[src/rtl/mul_pkg.sv]
// Shared definitions for the multiply functional unit and its result path.
// Op encodings follow the low bits of funct3 for the RV32M multiply group.
package mul_pkg;

    typedef enum logic [1:0] {
        MUL_OP_MUL    = 2'd0,
        MUL_OP_MULH   = 2'd1,
        MUL_OP_MULHSU = 2'd2,
        MUL_OP_MULHU  = 2'd3
    } mul_op_t;

    localparam int unsigned FU_DATA_W   = 32;
    localparam int unsigned FU_ROB_IX_W = 3;

    // Result record common to all functional units feeding the CDB.
    typedef struct packed {
        logic [FU_DATA_W-1:0]   data;
        logic [FU_ROB_IX_W-1:0] rob_ix;
    } fu_result_t;

    // Returns {rs1_signed, rs2_signed}; MUL uses only the low half, so signedness is moot.
    function automatic logic [1:0] mul_op_signs(input mul_op_t op);
        logic [1:0] signs;
        signs = 2'b00;
        case (op)
            MUL_OP_MULH:   signs = 2'b11;
            MUL_OP_MULHSU: signs = 2'b10;
            default:       signs = 2'b00;
        endcase
        return signs;
    endfunction

endpackage

[src/rtl/fu_result_fifo.sv]
// Synchronous in-order result FIFO with a combinational head and a clear input.
// Overflow is prevented upstream by credit accounting, so push is never refused.
module fu_result_fifo #(
    parameter int unsigned DATA_W = 35,
    parameter int unsigned DEPTH  = 4
) (
    input  logic              clk_in,
    input  logic              clear_in,
    input  logic              push_in,
    input  logic [DATA_W-1:0] push_data_in,
    input  logic              pop_in,
    output logic              valid_out,
    output logic [DATA_W-1:0] head_out
);

    localparam int unsigned PTR_W = (DEPTH > 1) ? $clog2(DEPTH) : 1;
    localparam int unsigned CNT_W = $clog2(DEPTH + 1);
    localparam logic [PTR_W-1:0] LAST_PTR = PTR_W'(DEPTH - 1);

    logic [DATA_W-1:0] mem_q [DEPTH];
    logic [PTR_W-1:0]  wr_ptr_q, wr_ptr_d, rd_ptr_q, rd_ptr_d;
    logic [CNT_W-1:0]  count_q, count_d;
    logic              do_pop;

    function automatic logic [PTR_W-1:0] ptr_inc(input logic [PTR_W-1:0] p);
        return (p == LAST_PTR) ? '0 : p + PTR_W'(1);
    endfunction

    assign valid_out = (count_q != '0);
    assign head_out  = mem_q[rd_ptr_q];
    assign do_pop    = pop_in && valid_out;

    always_comb begin
        wr_ptr_d = wr_ptr_q;
        rd_ptr_d = rd_ptr_q;
        count_d  = count_q;
        if (push_in) wr_ptr_d = ptr_inc(wr_ptr_q);
        if (do_pop)  rd_ptr_d = ptr_inc(rd_ptr_q);
        if (push_in && !do_pop)      count_d = count_q + CNT_W'(1);
        else if (!push_in && do_pop) count_d = count_q - CNT_W'(1);
    end

    always_ff @(posedge clk_in) begin
        if (clear_in) begin
            wr_ptr_q <= '0;
            rd_ptr_q <= '0;
            count_q  <= '0;
        end else begin
            wr_ptr_q <= wr_ptr_d;
            rd_ptr_q <= rd_ptr_d;
            count_q  <= count_d;
        end
    end

    always_ff @(posedge clk_in) begin
        if (push_in) mem_q[wr_ptr_q] <= push_data_in;
    end

endmodule

[src/rtl/mul_pipe_unit.sv]
// Fully pipelined RV32M multiply unit: product formed in stage 0, delayed to a
// fixed latency, then parked in an in-order queue whose space is reserved at issue.
module mul_pipe_unit #(
    parameter int unsigned WIDTH     = 32,
    parameter int unsigned LATENCY   = 6,
    parameter int unsigned ROB_IX_W  = 3,
    parameter int unsigned OUT_DEPTH = 4
) (
    input  logic                clk_in,
    input  logic                rst_n_in,
    input  logic                flush_in,
    input  logic                valid_in,
    input  logic [1:0]          op_in,
    input  logic [WIDTH-1:0]    rval1_in,
    input  logic [WIDTH-1:0]    rval2_in,
    input  logic [ROB_IX_W-1:0] rob_ix_in,
    output logic                ready_out,
    output logic                valid_out,
    output logic [WIDTH-1:0]    data_out,
    output logic [ROB_IX_W-1:0] rob_ix_out,
    input  logic                read_in
);
    import mul_pkg::*;

    localparam int unsigned OCC_W = $clog2(OUT_DEPTH + 1);
    localparam logic [OCC_W-1:0] OCC_MAX = OCC_W'(OUT_DEPTH);

    typedef struct packed {
        logic [WIDTH-1:0]    data;
        logic [ROB_IX_W-1:0] rob_ix;
    } stage_t;

    mul_op_t                   op;
    logic [1:0]                signs;
    logic signed [WIDTH:0]     a_ext, b_ext;
    logic signed [2*WIDTH+1:0] a_wide, b_wide, product;
    logic [WIDTH-1:0]          result;
    logic                      unused_product;

    logic                      accept, pop, clear;
    logic [LATENCY-1:0]        pipe_valid_q, pipe_valid_d;
    stage_t                    pipe_q [LATENCY];
    logic [OCC_W-1:0]          occ_q, occ_d;
    stage_t                    head;

    assign op     = mul_op_t'(op_in);
    assign signs  = mul_op_signs(op);
    assign a_ext  = {signs[1] & rval1_in[WIDTH-1], rval1_in};
    assign b_ext  = {signs[0] & rval2_in[WIDTH-1], rval2_in};
    assign a_wide = {{(WIDTH+1){a_ext[WIDTH]}}, a_ext};
    assign b_wide = {{(WIDTH+1){b_ext[WIDTH]}}, b_ext};
    assign product = a_wide * b_wide;
    assign result  = (op == MUL_OP_MUL) ? product[WIDTH-1:0] : product[2*WIDTH-1:WIDTH];
    assign unused_product = ^product[2*WIDTH+1:2*WIDTH];

    // ready/valid depend only on registered state; flush/reset win over both handshakes.
    assign clear     = !rst_n_in || flush_in;
    assign ready_out = (occ_q < OCC_MAX);
    assign accept    = valid_in && ready_out && !flush_in;
    assign pop       = read_in && valid_out && !flush_in;

    always_comb begin
        pipe_valid_d    = '0;
        pipe_valid_d[0] = accept;
        for (int i = 1; i < int'(LATENCY); i++) pipe_valid_d[i] = pipe_valid_q[i-1];
        occ_d = occ_q;
        if (accept && !pop)      occ_d = occ_q + OCC_W'(1);
        else if (!accept && pop) occ_d = occ_q - OCC_W'(1);
    end

    always_ff @(posedge clk_in) begin
        if (clear) begin
            pipe_valid_q <= '0;
            occ_q        <= '0;
        end else begin
            pipe_valid_q <= pipe_valid_d;
            occ_q        <= occ_d;
        end
    end

    always_ff @(posedge clk_in) begin
        pipe_q[0] <= '{data: result, rob_ix: rob_ix_in};
        for (int i = 1; i < int'(LATENCY); i++) pipe_q[i] <= pipe_q[i-1];
    end

    fu_result_fifo #(
        .DATA_W (WIDTH + ROB_IX_W),
        .DEPTH  (OUT_DEPTH)
    ) u_result_fifo (
        .clk_in       (clk_in),
        .clear_in     (clear),
        .push_in      (pipe_valid_q[LATENCY-1]),
        .push_data_in (pipe_q[LATENCY-1]),
        .pop_in       (pop),
        .valid_out    (valid_out),
        .head_out     (head)
    );

    assign data_out   = valid_out ? head.data : '0;
    assign rob_ix_out = valid_out ? head.rob_ix : '0;

endmodule

[config.mk]
export PLATFORM = sky130hd
export DESIGN_NAME = mul_pipe_unit
export DESIGN_NICKNAME = d
export VERILOG_FILES = /design/src/rtl/mul_pkg.sv /design/src/rtl/fu_result_fifo.sv /design/src/rtl/mul_pipe_unit.sv
export SDC_FILE = /design/constraint.sdc
export NUM_CORES = 2
export LEC_CHECK = 0
export ABC_CLOCK_PERIOD_IN_PS = 9850
export CAP_MARGIN = 15
export CORE_MARGIN = 3
export CORE_UTILIZATION = 45
export CTS_BUF_LIST = sky130_fd_sc_hd__clkbuf_4 sky130_fd_sc_hd__clkbuf_8
export CTS_CLUSTER_SIZE = 28
export DETAILED_ROUTE_END_ITERATION = 7
export PLACE_DENSITY = 0.63
export REMOVE_ABC_BUFFERS = 1
export SLEW_MARGIN = 15
export SYNTH_ARGS = -nofsm -noshare
export SYNTH_HDL_FRONTEND = slang
export SYNTH_SLANG_ARGS = --single-unit
export TNS_END_PERCENT = 10
[constraint.sdc]
create_clock -name clk_in -period 9.85 [get_ports clk_in]
set_input_delay 2.4625 -clock clk_in [delete_from_list [all_inputs] [get_ports clk_in]]
set_output_delay 2.4625 -clock clk_in [all_outputs]
set_load 0.02 [all_outputs]
==> results.txt <==
The synthesized-area fraction occupied by adder cells is 51.8%. The vias per cell works out to 4.96. Summing the areas of all and, or, nand and nor instances in the mapped netlist gives 12.7% of the synthesized area.

Clock tree synthesis found a total of 368 sinks. The relative area change from synthesis to final layout was 17.2%; the max-slew violation count was 0. Synthesis instantiated 74 different standard cells from the library.

Summing over every cut layer, the via total after detailed routing is 33600. The number of synthesized flops with an enable pin came out at 140. Once the floorplan was initialized, standard cells occupied 45.5% of the core.

The required time of the critical path was 10.26 ns. The placed wire-length estimate is 106 mm, and the number of buffers inserted during clock tree synthesis is 55. The remaining global-route overflow is 0, and the maximum single-stage delay on the critical path is 0.54 ns.

The tool flagged a number of max-cap violations equal to 0. After detailed routing, the number of remaining DRC violations is 0. Global routing used 22.8% of the available tracks across all layers. The chip height is 336 um. The path class of the tightest hold or removal check is reg -> reg. By area the synthesized netlist is led by sky130_fd_sc_hd__fa_1 46%, sky130_fd_sc_hd__dfxtp_1 9.3%, sky130_fd_sc_hd__inv_1 9.2%. The run gives 36400 as the via count of the first global-routing pass. Upper clock frequency limit: 104 MHz. The first global-routing pass estimated 200 mm of wire. Synthesis inferred 368 register bits.

In this run the deepest clock path goes through 3 buffers. The logs give 10.04 ns for the arrival time reported for the critical path endpoint and 8 for the number of optimization iterations in the first detailed-route pass. TritonCTS built the clock tree. The initial antenna violation count was 3; the post-synthesis area per instance was 10.0 sq um. In the layout the commonest cells are 1185 x sky130_fd_sc_hd__inv_1, 1121 x sky130_fd_sc_hd__fa_1, 834 x sky130_fd_sc_hd__nand2_1, 448 x sky130_fd_sc_hd__buf_4, 317 x sky130_fd_sc_hd__and2_1. The net count of the finished layout is 6743. Kind of capture point of the worst setup path: a flop.

The most used flip-flop cell after synthesis is sky130_fd_sc_hd__dfxtp_1. The worst register-to-register path has a setup slack of 7.14 ns. The worst-path maximum fanout came out at 14. By area, the combinational part of the netlist is dominated by adder cells. The library cell used most frequently in the layout, excluding fill and tap cells, is sky130_fd_sc_hd__inv_1. The run gives 6661 as the number of instances in the placed design. The number of endpoints with negative hold slack in the final report was 0; the fraction of the cycle the final worst path needs was 97.8%. The pin count of the biggest net entering global routing came out at 69.

111 I/O pins were placed. The filler cells instantiated in the layout total 9449. The number of DRC violations after detailed-routing iteration 0 was 2133; the die width was 336 um. The library cell with the largest summed area after synthesis is sky130_fd_sc_hd__fa_1.

The type of the worst setup path was in -> reg. Routability-driven placement finished with a final weighted congestion of 0.947. The fraction of the yosys area taken by sequential cells was 17.9%; the number of rows in the core area was 120. Counting both buffers and inverters, the worst setup path holds a total of 8. After detailed routing, the average wire length per cell comes to 18.4 um. After synthesis, the share of cell area in mux cells is 1.69%.

The final layout contains routed wiring with a total length of 124 mm. The final critical delay including setup and external delays was 9.63 ns. The count of buffers added on input and output ports is 110.

The flow ran to the end, and the final reports show no timing, DRC or antenna violations. After clock tree synthesis, the clock-pin slew on the worst setup and hold paths is 0.06 ns. The worst clock skew is 0.0349 ns. Core area: 0.107 sq mm. For this run, the number of standard cells in the final layout without fillers is 6773. The post-synthesis instance area was 0.0489 sq mm.

The highest-delay cell along the critical path is sky130_fd_sc_hd__fa_1. Of all flip-flops after synthesis, the portion carrying an async set or reset was 0%. The tools report the count of yosys warnings during synthesis as 0. The startpoint type of the worst setup path was an input pin. The cell class contributing the biggest share of worst-path delay was adder cells. Of the total synthesized cell area, the portion taken by XOR and XNOR cells is 1.36%.

Setup violations remaining at the end of the flow were counted as 0. Final antenna-violating net count: 0. The run gives 4868 as the synthesized netlist cell count. The floorplan die area was 0.113 sq mm. Measured against its own limit, the worst slew margin works out to 30.5%.

CTS built an H-tree with a depth of 2. The slew at the pin closest to its max-slew limit came out at 1.04 ns. Cell repeated most along the worst path: sky130_fd_sc_hd__fa_1.

The tree is rooted in a sky130_fd_sc_hd__clkbuf_8. In the final layout, the share of cells above drive strength 1 is 13.9%. Fraction of synthesized cell area taken by the top area cell type: 46.2%. The share of the synthesized area in compound gates (AO/OA/AOI/OAI) came out at 3.38%. The run gives 0 as the number of buffers inserted by hold repair at cts. For the clock latency at the later pin of the worst-skew pair, the log shows 0.57 ns.
## final cells by class
type | instances | area [sq um] | area share, %
tap | 1403 | 1760 | 3.06
multi-input combinational | 3061 | 34900 | 61.0
clock inverter | 13 | 129 | 0.225
inverter | 1193 | 4480 | 7.82
antenna | 2 | 5.00 | 0.00874
clock buffer | 91 | 1100 | 1.92
timing repair buffer | 642 | 6110 | 10.7
sequential | 368 | 8770 | 15.3
## flip-flops by register name, summed over array words and instances (netlist names), named ones only
register / cells
occ_q: 3
u_result_fifo.mem_q: 140
u_result_fifo.wr_ptr_q: 2
u_result_fifo.count_q: 3
u_result_fifo.rd_ptr_q: 2
pipe_valid_q: 6
pipe_q: 210
## synthesized netlist by cell type, types with 3 or more instances
master                     instances
sky130_fd_sc_hd__a211oi_1          3
sky130_fd_sc_hd__a211oi_2          4
sky130_fd_sc_hd__a21o_1           39
sky130_fd_sc_hd__a21oi_1          67
sky130_fd_sc_hd__a22oi_1           3
sky130_fd_sc_hd__a31oi_1           7
sky130_fd_sc_hd__and2_1          320
sky130_fd_sc_hd__and3_1           28
sky130_fd_sc_hd__buf_1             5
sky130_fd_sc_hd__buf_2            16
sky130_fd_sc_hd__clkbuf_1        221
sky130_fd_sc_hd__dfxtp_1         228
sky130_fd_sc_hd__edfxtp_1        140
sky130_fd_sc_hd__fa_1           1127
sky130_fd_sc_hd__ha_1            221
sky130_fd_sc_hd__inv_1          1193
sky130_fd_sc_hd__mux2i_1           4
sky130_fd_sc_hd__mux4_2           35
sky130_fd_sc_hd__nand2_1         835
sky130_fd_sc_hd__nand2b_1          7
sky130_fd_sc_hd__nand3_1          17
sky130_fd_sc_hd__nand4_1          18
sky130_fd_sc_hd__nor2_1           78
sky130_fd_sc_hd__nor2b_1           7
sky130_fd_sc_hd__nor3_1           11
sky130_fd_sc_hd__nor4_1            3
sky130_fd_sc_hd__o211ai_1          6
sky130_fd_sc_hd__o21a_1            9
sky130_fd_sc_hd__o21ai_0          50
sky130_fd_sc_hd__o21ai_1          13
sky130_fd_sc_hd__o21bai_1          7
sky130_fd_sc_hd__o31ai_1           3
sky130_fd_sc_hd__or2_2            11
sky130_fd_sc_hd__or3_1             4
sky130_fd_sc_hd__xnor2_1          44
sky130_fd_sc_hd__xor2_1           32
## logic make-up after synthesis
| group | count (synthesis) |
|---|---|
| simple gates | 1354 |
| flops | 368 |
| compound gates | 244 |
| mux | 39 |
| xor+xnor | 76 |
| buf+inv | 1439 |
| fa+ha+maj | 1348 |
## layer usage
layer	GRT usage, %	wire length [um]	vias up
met3	3.99	9200	180
met4	4.62	2570	0
met5	0	0	-
met2	37.5	58800	1082
li1	-	-	15100
met1	31.9	53800	17300
## final timing paths
| path | from | endpoint | cells after the start |
|---|---|---|---|
| worst max-delay path | rval2_in[0] | pipe_q[0][30] | 27 |
| worst min register to register | pipe_q[1][31] | pipe_q[2][31] | 0 |
| worst max register to register | u_result_fifo.count_q[0] | u_result_fifo.count_q[2] | 9 |
| worst min-delay path | pipe_q[1][31] | pipe_q[2][31] | 0 |
## per-stage QoR
step                hold WS [ns]  setup slack [ns]  setup TNS, ns  cell area [sq um]  util [%]
floorplan                  0.310            -0.638          -4.50              47900         -
global placement           0.310            -0.698         -14.41              55700      51.9
detailed placement         0.312            -0.792         -16.50              55700      51.9
CTS                        0.298           0.00386              0              56900      53.0
global route               0.311           -0.0555        -0.0555              57300      53.3
finish                     0.307             0.218              0              57300      53.4
## worst register-to-register path, stage by stage, from the launching register on
cell                      delay, ns
sky130_fd_sc_hd__dfxtp_1       0.34
sky130_fd_sc_hd__or3_1         0.65
sky130_fd_sc_hd__nand2_1       0.25
sky130_fd_sc_hd__or2_2         0.14
sky130_fd_sc_hd__ha_1          0.18
sky130_fd_sc_hd__inv_1         0.06
sky130_fd_sc_hd__fa_1          0.38
sky130_fd_sc_hd__xor2_1        0.18
sky130_fd_sc_hd__or3_1         0.30
sky130_fd_sc_hd__a21oi_1       0.15
## timing repair
action,in CTS,in global routing
gates resized for setup,3,55
buffers inserted,0,6
setup endpoints to repair,12,23
pin swaps,1,45
Power is not shown: default switching activity piles up to over one toggle a cycle in this logic, so the estimate is an artifact.
